<file path="config.mk">
export PLATFORM = sky130hd
export DESIGN_NAME = reset_sequencer
export DESIGN_NICKNAME = d
export VERILOG_FILES = /design/src/rtl/reset_seq_pkg.sv /design/src/rtl/cycle_timer.sv /design/src/rtl/reset_sequencer.sv
export SDC_FILE = /design/constraint.sdc
export NUM_CORES = 1
export LEC_CHECK = 0
export ABC_AREA = 1
export ABC_CLOCK_PERIOD_IN_PS = 8500
export BUFFER_PORTS_ARGS = -buffer_cell sky130_fd_sc_hd__buf_2
export CAP_MARGIN = 10
export CORE_UTILIZATION = 35
export DETAILED_ROUTE_END_ITERATION = 12
export PLACE_DENSITY_LB_ADDON = 0.12
export SLEW_MARGIN = 20
export SYNTH_ARGS = -nofsm -noshare
export SYNTH_HDL_FRONTEND = slang
export SYNTH_SLANG_ARGS = --single-unit
</file>
<file path="constraint.sdc">
create_clock -name clk -period 8.5 [get_ports clk]
set_clock_uncertainty 0.15 [all_clocks]
set_input_delay 2.55 -clock clk [delete_from_list [all_inputs] [get_ports clk]]
set_output_delay 2.55 -clock clk [all_outputs]
set_load 0.1 [all_outputs]
</file>
<file path="src/rtl/reset_seq_pkg.sv">
// rtl/reset_seq_pkg.sv - state enum, default constants and width helpers for reset_sequencer
package reset_seq_pkg;

   typedef enum logic [2:0] {
      ST_HOLD,
      ST_LAUNCH,
      ST_WAIT,
      ST_DONE,
      ST_FAULT
   } state_t;

   localparam int DEF_NUM_STAGES     = 4;
   localparam int DEF_HOLD_CYCLES    = 16;
   localparam int DEF_TIMEOUT_CYCLES = 1024;

   function automatic int idx_width(input int n);
      return (n > 1) ? $clog2(n) : 1;
   endfunction

   function automatic int cnt_width(input int hold, input int timeout);
      return $clog2(((hold > timeout) ? hold : timeout) + 1);
   endfunction

endpackage

</file>
<file path="src/rtl/cycle_timer.sv">
// rtl/cycle_timer.sv - saturating cycle counter with a registered expired flag
// expired reflects the counter value after the same edge, so the owner can act on the following edge.
module cycle_timer #(
   parameter int   CW            = 8,
   parameter logic RESET_EXPIRED = 1'b0
) (
   input  logic          clk,
   input  logic          rst,
   input  logic          clear,
   input  logic          enable,
   input  logic [CW-1:0] terminal,
   output logic          expired
);

   logic [CW-1:0] count;
   logic [CW-1:0] count_next;

   always_comb begin
      count_next = count;
      if (clear) begin
         count_next = '0;
      end else if (enable && (count != {CW{1'b1}})) begin
         count_next = count + CW'(1);
      end
   end

   always_ff @(posedge clk or posedge rst) begin
      if (rst) begin
         count   <= '0;
         expired <= RESET_EXPIRED;
      end else begin
         count   <= count_next;
         expired <= (count_next >= terminal);
      end
   end

endmodule

</file>
<file path="src/rtl/reset_sequencer.sv">
// rtl/reset_sequencer.sv - staged reset release with per-stage init handshake and timeout fault
module reset_sequencer
   import reset_seq_pkg::*;
#(
   parameter int NUM_STAGES     = DEF_NUM_STAGES,
   parameter int HOLD_CYCLES    = DEF_HOLD_CYCLES,
   parameter int TIMEOUT_CYCLES = DEF_TIMEOUT_CYCLES,
   localparam int IW            = idx_width(NUM_STAGES)
) (
   input  logic                  clk,
   input  logic                  rst,
   output logic [NUM_STAGES-1:0] stage_rst,
   output logic [NUM_STAGES-1:0] init_start,
   input  logic [NUM_STAGES-1:0] init_done,
   input  logic                  retry,
   output logic                  sys_ready,
   output logic                  fault,
   output logic [IW-1:0]         fault_stage
);

   localparam int            CW        = cnt_width(HOLD_CYCLES, TIMEOUT_CYCLES);
   localparam logic [CW-1:0] HOLD_TERM = CW'(HOLD_CYCLES - 1);
   localparam logic [CW-1:0] WAIT_TERM = CW'(TIMEOUT_CYCLES - 1);
   localparam logic [IW-1:0] LAST_IDX  = IW'(NUM_STAGES - 1);

   state_t                  state, state_n;
   logic [IW-1:0]           idx, idx_n;
   logic                    expired;
   logic [CW-1:0]           terminal;
   logic [NUM_STAGES-1:0]   stage_rst_d;
   logic [NUM_STAGES-1:0]   init_start_d;

   always_comb begin
      state_n = state;
      idx_n   = idx;
      case (state)
         ST_HOLD: begin
            if (expired) begin
               state_n = ST_LAUNCH;
               idx_n   = '0;
            end
         end
         ST_LAUNCH: state_n = ST_WAIT;
         ST_WAIT: begin
            // done takes priority over a timeout expiring on the same edge
            if (init_done[idx]) begin
               if (idx == LAST_IDX) begin
                  state_n = ST_DONE;
               end else begin
                  idx_n   = idx + IW'(1);
                  state_n = ST_LAUNCH;
               end
            end else if (expired) begin
               state_n = ST_FAULT;
            end
         end
         ST_DONE: state_n = ST_DONE;
         ST_FAULT: begin
            if (retry) begin
               state_n = ST_HOLD;
               idx_n   = '0;
            end
         end
         default: begin
            state_n = ST_HOLD;
            idx_n   = '0;
         end
      endcase
   end

   // Terminal follows the phase being entered so the flag is valid on the first cycle of it.
   assign terminal = (state_n == ST_HOLD) ? HOLD_TERM : WAIT_TERM;

   cycle_timer #(
      .CW            (CW),
      .RESET_EXPIRED (HOLD_CYCLES == 1)
   ) u_timer (
      .clk      (clk),
      .rst      (rst),
      .clear    (state_n != state),
      .enable   ((state == ST_HOLD) || (state == ST_WAIT)),
      .terminal (terminal),
      .expired  (expired)
   );

   always_comb begin
      stage_rst_d  = '1;
      init_start_d = '0;
      for (int i = 0; i < NUM_STAGES; i++) begin
         if ((state_n == ST_LAUNCH) || (state_n == ST_WAIT)) begin
            stage_rst_d[i] = (IW'(i) > idx_n);
         end
         if (state_n == ST_DONE) begin
            stage_rst_d[i] = 1'b0;
         end
         if (state_n == ST_LAUNCH) begin
            init_start_d[i] = (IW'(i) == idx_n);
         end
      end
   end

   always_ff @(posedge clk or posedge rst) begin
      if (rst) begin
         state       <= ST_HOLD;
         idx         <= '0;
         stage_rst   <= '1;
         init_start  <= '0;
         sys_ready   <= 1'b0;
         fault       <= 1'b0;
         fault_stage <= '0;
      end else begin
         state       <= state_n;
         idx         <= idx_n;
         stage_rst   <= stage_rst_d;
         init_start  <= init_start_d;
         sys_ready   <= (state_n == ST_DONE);
         fault       <= (state_n == ST_FAULT);
         fault_stage <= (state_n == ST_FAULT) ? idx_n : '0;
      end
   end

endmodule
</file>
# Word-level counts from Yosys, hierarchy flattened
# Index checks and enable logic that the tools add are counted.
# W data, S select, Z words.
# classes
addsub	2
mul	0
div_mod_pow	0
order_cmp	6
n_eq_ne	14
shifts	0
n_mux	29
n_bitwise	0
reduce_logical	7
# op_table
cell	n
$mux W11	2
$pmux W3 S5	1
$mux W1	13
$eq A3 B2 Y1 const B	4
$mux W2	6
$mux W3	4
$add A11 B1 Y11 const B	1
$ge A11 B10 Y1	1
$ne A11 B11 Y1 const B	1
$mux W10	1
$pmux W2 S4	1
$eq A3 B1 Y1 const B	2
$eq A3 B3 Y1 const B	2
$logic_not A3 Y1	2
$eq A2 B2 Y1 const A	2
$gt A1 B2 Y1 const A	2
$gt A2 B2 Y1 const A	2
$lt A2 B3 Y1 const B	1
$ne A3 B3 Y1	1
$add A2 B1 Y2 const B	1
$bmux W1 S2	1
$eq A1 B2 Y1 const A	1
$eq A2 B2 Y1 const B	1
$logic_not A2 Y1	1
other kinds (3)	4
# totals
ff_bits	29
latch_bits	0
ramBits	0
rom_bits	0
inputBits	7
elab_cells	67
memories	0

# Longest topological paths before layout
# depth
depth_word	8
mapped_depth	20
depth_no_buf	20

# By module
# From an unflattened synthesis, not the netlist that was laid out.
# hier_totals
hier_cells	250
area_unflattened_um2	1885.6
# modules_own_cells
mod	n_inst	cells_each	area_each_um2	seq_area_each_um2
cycle_timer	1	145	998.5	300.3
reset_sequencer	1	105	887.1	430.4

# Worst setup path before layout
# OpenSTA, ideal clock, no wires.
# synth_timing
path_type	input -> register
start	input port init_done[1]
end	register u_timer.expired
arrival_time_ns	4.471
required_ns	8.234
setup_slack_ns	3.762
cell_stages	17
cell_sequence	nand2_1 nand3_1 nand2_1 nand2_1 nand3_1 nand3_1 nor2_1 inv_1 nor2_1 ha_1 nand2_1 inv_1 a221oi_1 nor2_1 o21bai_1 nand2_1 nand2_1
# synth_via
elab_chain_cells	7
# synth_lines
item	line	text
from (decl)	reset_sequencer.sv:14	input logic [NUM_STAGES-1:0] init_done,
$bmux W1 S2 (*)	reset_sequencer.sv:46	if (init_done[idx]) begin
$mux W1 (implied by the code) (*)	reset_sequencer.sv:46	
$mux W3 (*)	reset_sequencer.sv:46	
$pmux W3 S5 (*)	reset_sequencer.sv:36	case (state)
via state_n[1]	reset_sequencer.sv:26	state_t state, state_n;
$ne A3 B3 Y1 / $logic_not A3 Y1 (equally long branches)	reset_sequencer.sv:80, reset_sequencer.sv:72	
$mux W11 / $mux W10 (equally long branches)	cycle_timer.sv:20, reset_sequencer.sv:72	
$ge A11 B10 Y1 (*)	cycle_timer.sv:33	expired <= (count_next >= terminal);
to (signal assigned)	cycle_timer.sv:33	
to (decl)	cycle_timer.sv:12	output logic expired
# Mark *: on every way through the listed nets, which the timed path passes. The rest lies on a longest branch. The select of a mux whose other input is x is not followed.

# Worst setup path after layout
# Same ends and word-level chain as after synthesis.

==> metrics.md <==
| Metric | Value |
|---|---|
| Filler cells | 440 |
| Minimum clock period after layout | 4.94 ns |
| PwrDens | 285 nW/um^2 |
| Hold path start | u_timer.expired |
| R2R Path Start | idx[0] |
| Post-synth cell types | 27 |
| Yosys warns | 0 |
| ANT cells | 0 |
| Commonest cells post-synth | 41 x nand2_1, 30 x inv_1, 25 x dfrtp_1, 25 x nor2_1, 15 x nand3_1 |
| WL final | 3300 um |
| Initial antenna violation count | 0 |
| Die area | 4790 sq um |
| Maximum VDD drop | 0.149 mV |
| Number of synthesized register bits | 29 |
| Slew @ Worst Pin | 0.601 ns |
| Primary FF master, synth | dfrtp_1 |
| Worst reg-to-reg setup slack | 5.41 ns |
| Startpoint Class | primary input |
| Worst hold slack | 0.441 ns |
| Area of the multi-input gates | 721 sq um |
| Avg Inst Size Synth | 8.28 sq um |
| Max Clock Freq | 202 MHz |
| Post-CTS sizing | 0 |
| P_leak | 0.945 nW |
| Worst slack, placed | 3.28 ns |
| Max clock buf depth | 2 |
| Netlist Area Pre-Place | 1580 sq um |
| Total GRT Usage | 0.158 |
| Port Buf Inserts | 18 |
| Share of the synthesized area in the top cell type | 0.396 |
| Min-delay worst type | register to register |
| IO Pins | 19 |
| Iteration-0 DRC Markers | 88 |
| Clk root buf | clkbuf_8 |
| Die Wd | 69.2 um |
| Post-CTS Setup Inserts | 0 |
| Final Max Tran Viols | 0 |
| Detailed Routing Iterations Pass 1 | 4 |
| R2r endpoint | u_timer.expired |
| Crit Path Category | primary input to register |
| Crit-path max FO | 6 |
| Sequential element share of the synthesized area | 0.462 |
| Core area | 4350 sq um |
| Largest cells by area after synthesis | dfrtp_1 40%, nand2_1 9.7%, inv_1 7.1% |
| Hold buffer count at cts | 0 |
| Area leader, netlist | dfrtp_1 |
| Worst skew pair latency | 0.28 ns |
| Final hold viol count | 0 |
| RSZ-0062 raised after global routing | no |
| Crit path arrival time | 4.98 ns |
| Vias in the first global route | 1,370 |
| Routability Congestion | 0.876 |
| GRT overflow | 0 |
| Drt drc | 0 |
| Setup_tns | 0 ns |
| Top-count cell post-synth | nand2_1 |
| Worst EP required | 8.53 ns |
| Clock transition at path regs | 0.07 ns |
| Register area | 731 sq um |
| TritonCTS buffer count | 5 |
| Synth async-reset ratio | 1.00 |
| CTS sink cnt | 29 |
| Die height | 69.2 um |
| Hold path cells | 2 |
| Antenna Nets Post-Route | 0 |
| Vias/cell | 4.88 |
| Post-synthesis instance total | 191 |
| Largest net degree at the start of global routing | 30 |
| Synth-to-layout area growth | 15.5% |
| Vias | 1,314 |
| Fin crit share | 0.582 |
| First-pass GRT wire length | 5930 um |
| CTS tree | done |
| Starting Density | 0.363 |
| Setup crit end kind | register |
| Hold Crit Endpoint | init_start[0] |
| Drt wl/cell | 12.3 um |
| Detailed Place HPWL | 2470 um |
| Nets@finish | 230 |
| Slew margin rel. | 0.598 |
| Status | complete, no violations |
| Number of flops mapped to enable cells by yosys | 0 |
| Std-Cell Rows | 24 |
| Total nets after synthesis | 205 |
| Max-Cap Viols | 0 |
| Share of post-route cells with drive strength above 1 | 0.189 |
| Final WS setup | 3.56 ns |
| H-tree depth | 2 |
| Endpoints failing setup | 0 |
| R2R depth | 18 |
[critical path, stage by stage]
cell      delay [ns]
buf_2           0.10
nand2_1         0.07
nand3_1         0.14
nand2_1         0.14
nand2_1         0.06
nand3_1         0.09
nand3_1         0.14
nor2_1          0.17
inv_1           0.11
nor2_1          0.34
ha_1            0.33
nand2_1         0.06
inv_1           0.04
a221oi_1        0.29
nor2_1          0.08
o21bai_1        0.16
nand2_1         0.06
nand2_1         0.04
[final cells by class]
cell class	count	share of cell area
Tap cell	52	0.0356
Multi-Input combinational cell	128	0.395
Clock buffer	8	0.0493
Inverter	34	0.0712
Sequential cell	29	0.400
Timing Repair Buffer	18	0.0493
[layout by cell type, fill, tap and decap left out, drive strengths merged, types with 3 or more instances in the layout]
| cell | n |
|---|---|
| a21oi | 4 |
| buf | 18 |
| clkbuf | 8 |
| dfrtp | 25 |
| dfstp | 4 |
| ha | 7 |
| inv | 34 |
| nand2 | 44 |
| nand3 | 16 |
| nand4 | 9 |
| nor2 | 26 |
| nor3 | 4 |
| o21ai | 5 |
| xnor2 | 3 |
| xor2 | 4 |
[stage by stage]
stage	util	total power, W	instance area [sq um]	cells
2_1_floorplan	-	0.000362	1580	191
3_3_place_gp	0.399	0.000397	1740	261
3_5_place_dp	0.399	0.000406	1740	261
4_1_cts	0.420	0.000528	1830	269
5_1_grt	0.420	0.000570	1830	269
6_report	0.420	0.000521	1830	269
[where the power goes]
part | internal, W | total [W] | switching [W]
Sequential | 0.000160 | 0.000183 | 0.0000221
Combinational | 0.0000688 | 0.000222 | 0.000153
Clock | 0.0000659 | 0.000116 | 0.0000505
[worst max path at each step]
| stage | start | to | slack (ns) |
|---|---|---|---|
| floorplan | init_done[1] | u_timer.expired | 3.76 |
| global placement | init_done[1] | u_timer.expired | 3.41 |
| detailed placement | init_done[1] | u_timer.expired | 3.28 |
| CTS | init_done[1] | u_timer.expired | 3.56 |
| global route | init_done[1] | u_timer.expired | 3.23 |
| finish | init_done[1] | u_timer.expired | 3.56 |
[state kept, by name, indices dropped and copies added (netlist names)]
signal           cells
fault                1
stage_rst            4
sys_ready            1
u_timer.count       11
idx                  2
init_start           4
u_timer.expired      1
state                3
fault_stage          2
[layer usage]
layer  vias up  GRT usage  wire, um
met4         0     0.0794        57
met5         -          0         0
met1       619      0.194      1620
met3         7     0.0523       136
met2        26      0.248      1480
li1        662          -         -
[cells by family (layout without fill, tap and decap cells)]
family                   after synthesis  in the layout  share of synthesized area
AO/OA/AOI/OAI                         14             14                     0.0633
XOR/XNOR                               7              7                     0.0388
adder cells (fa/ha/maj)                7              7                     0.0554
buffers and inverters                 34             60                     0.0823
flip-flops                            29             29                      0.462
AND/OR/NAND/NOR                      100            100                      0.298
Power figures use the tool's default switching activity.
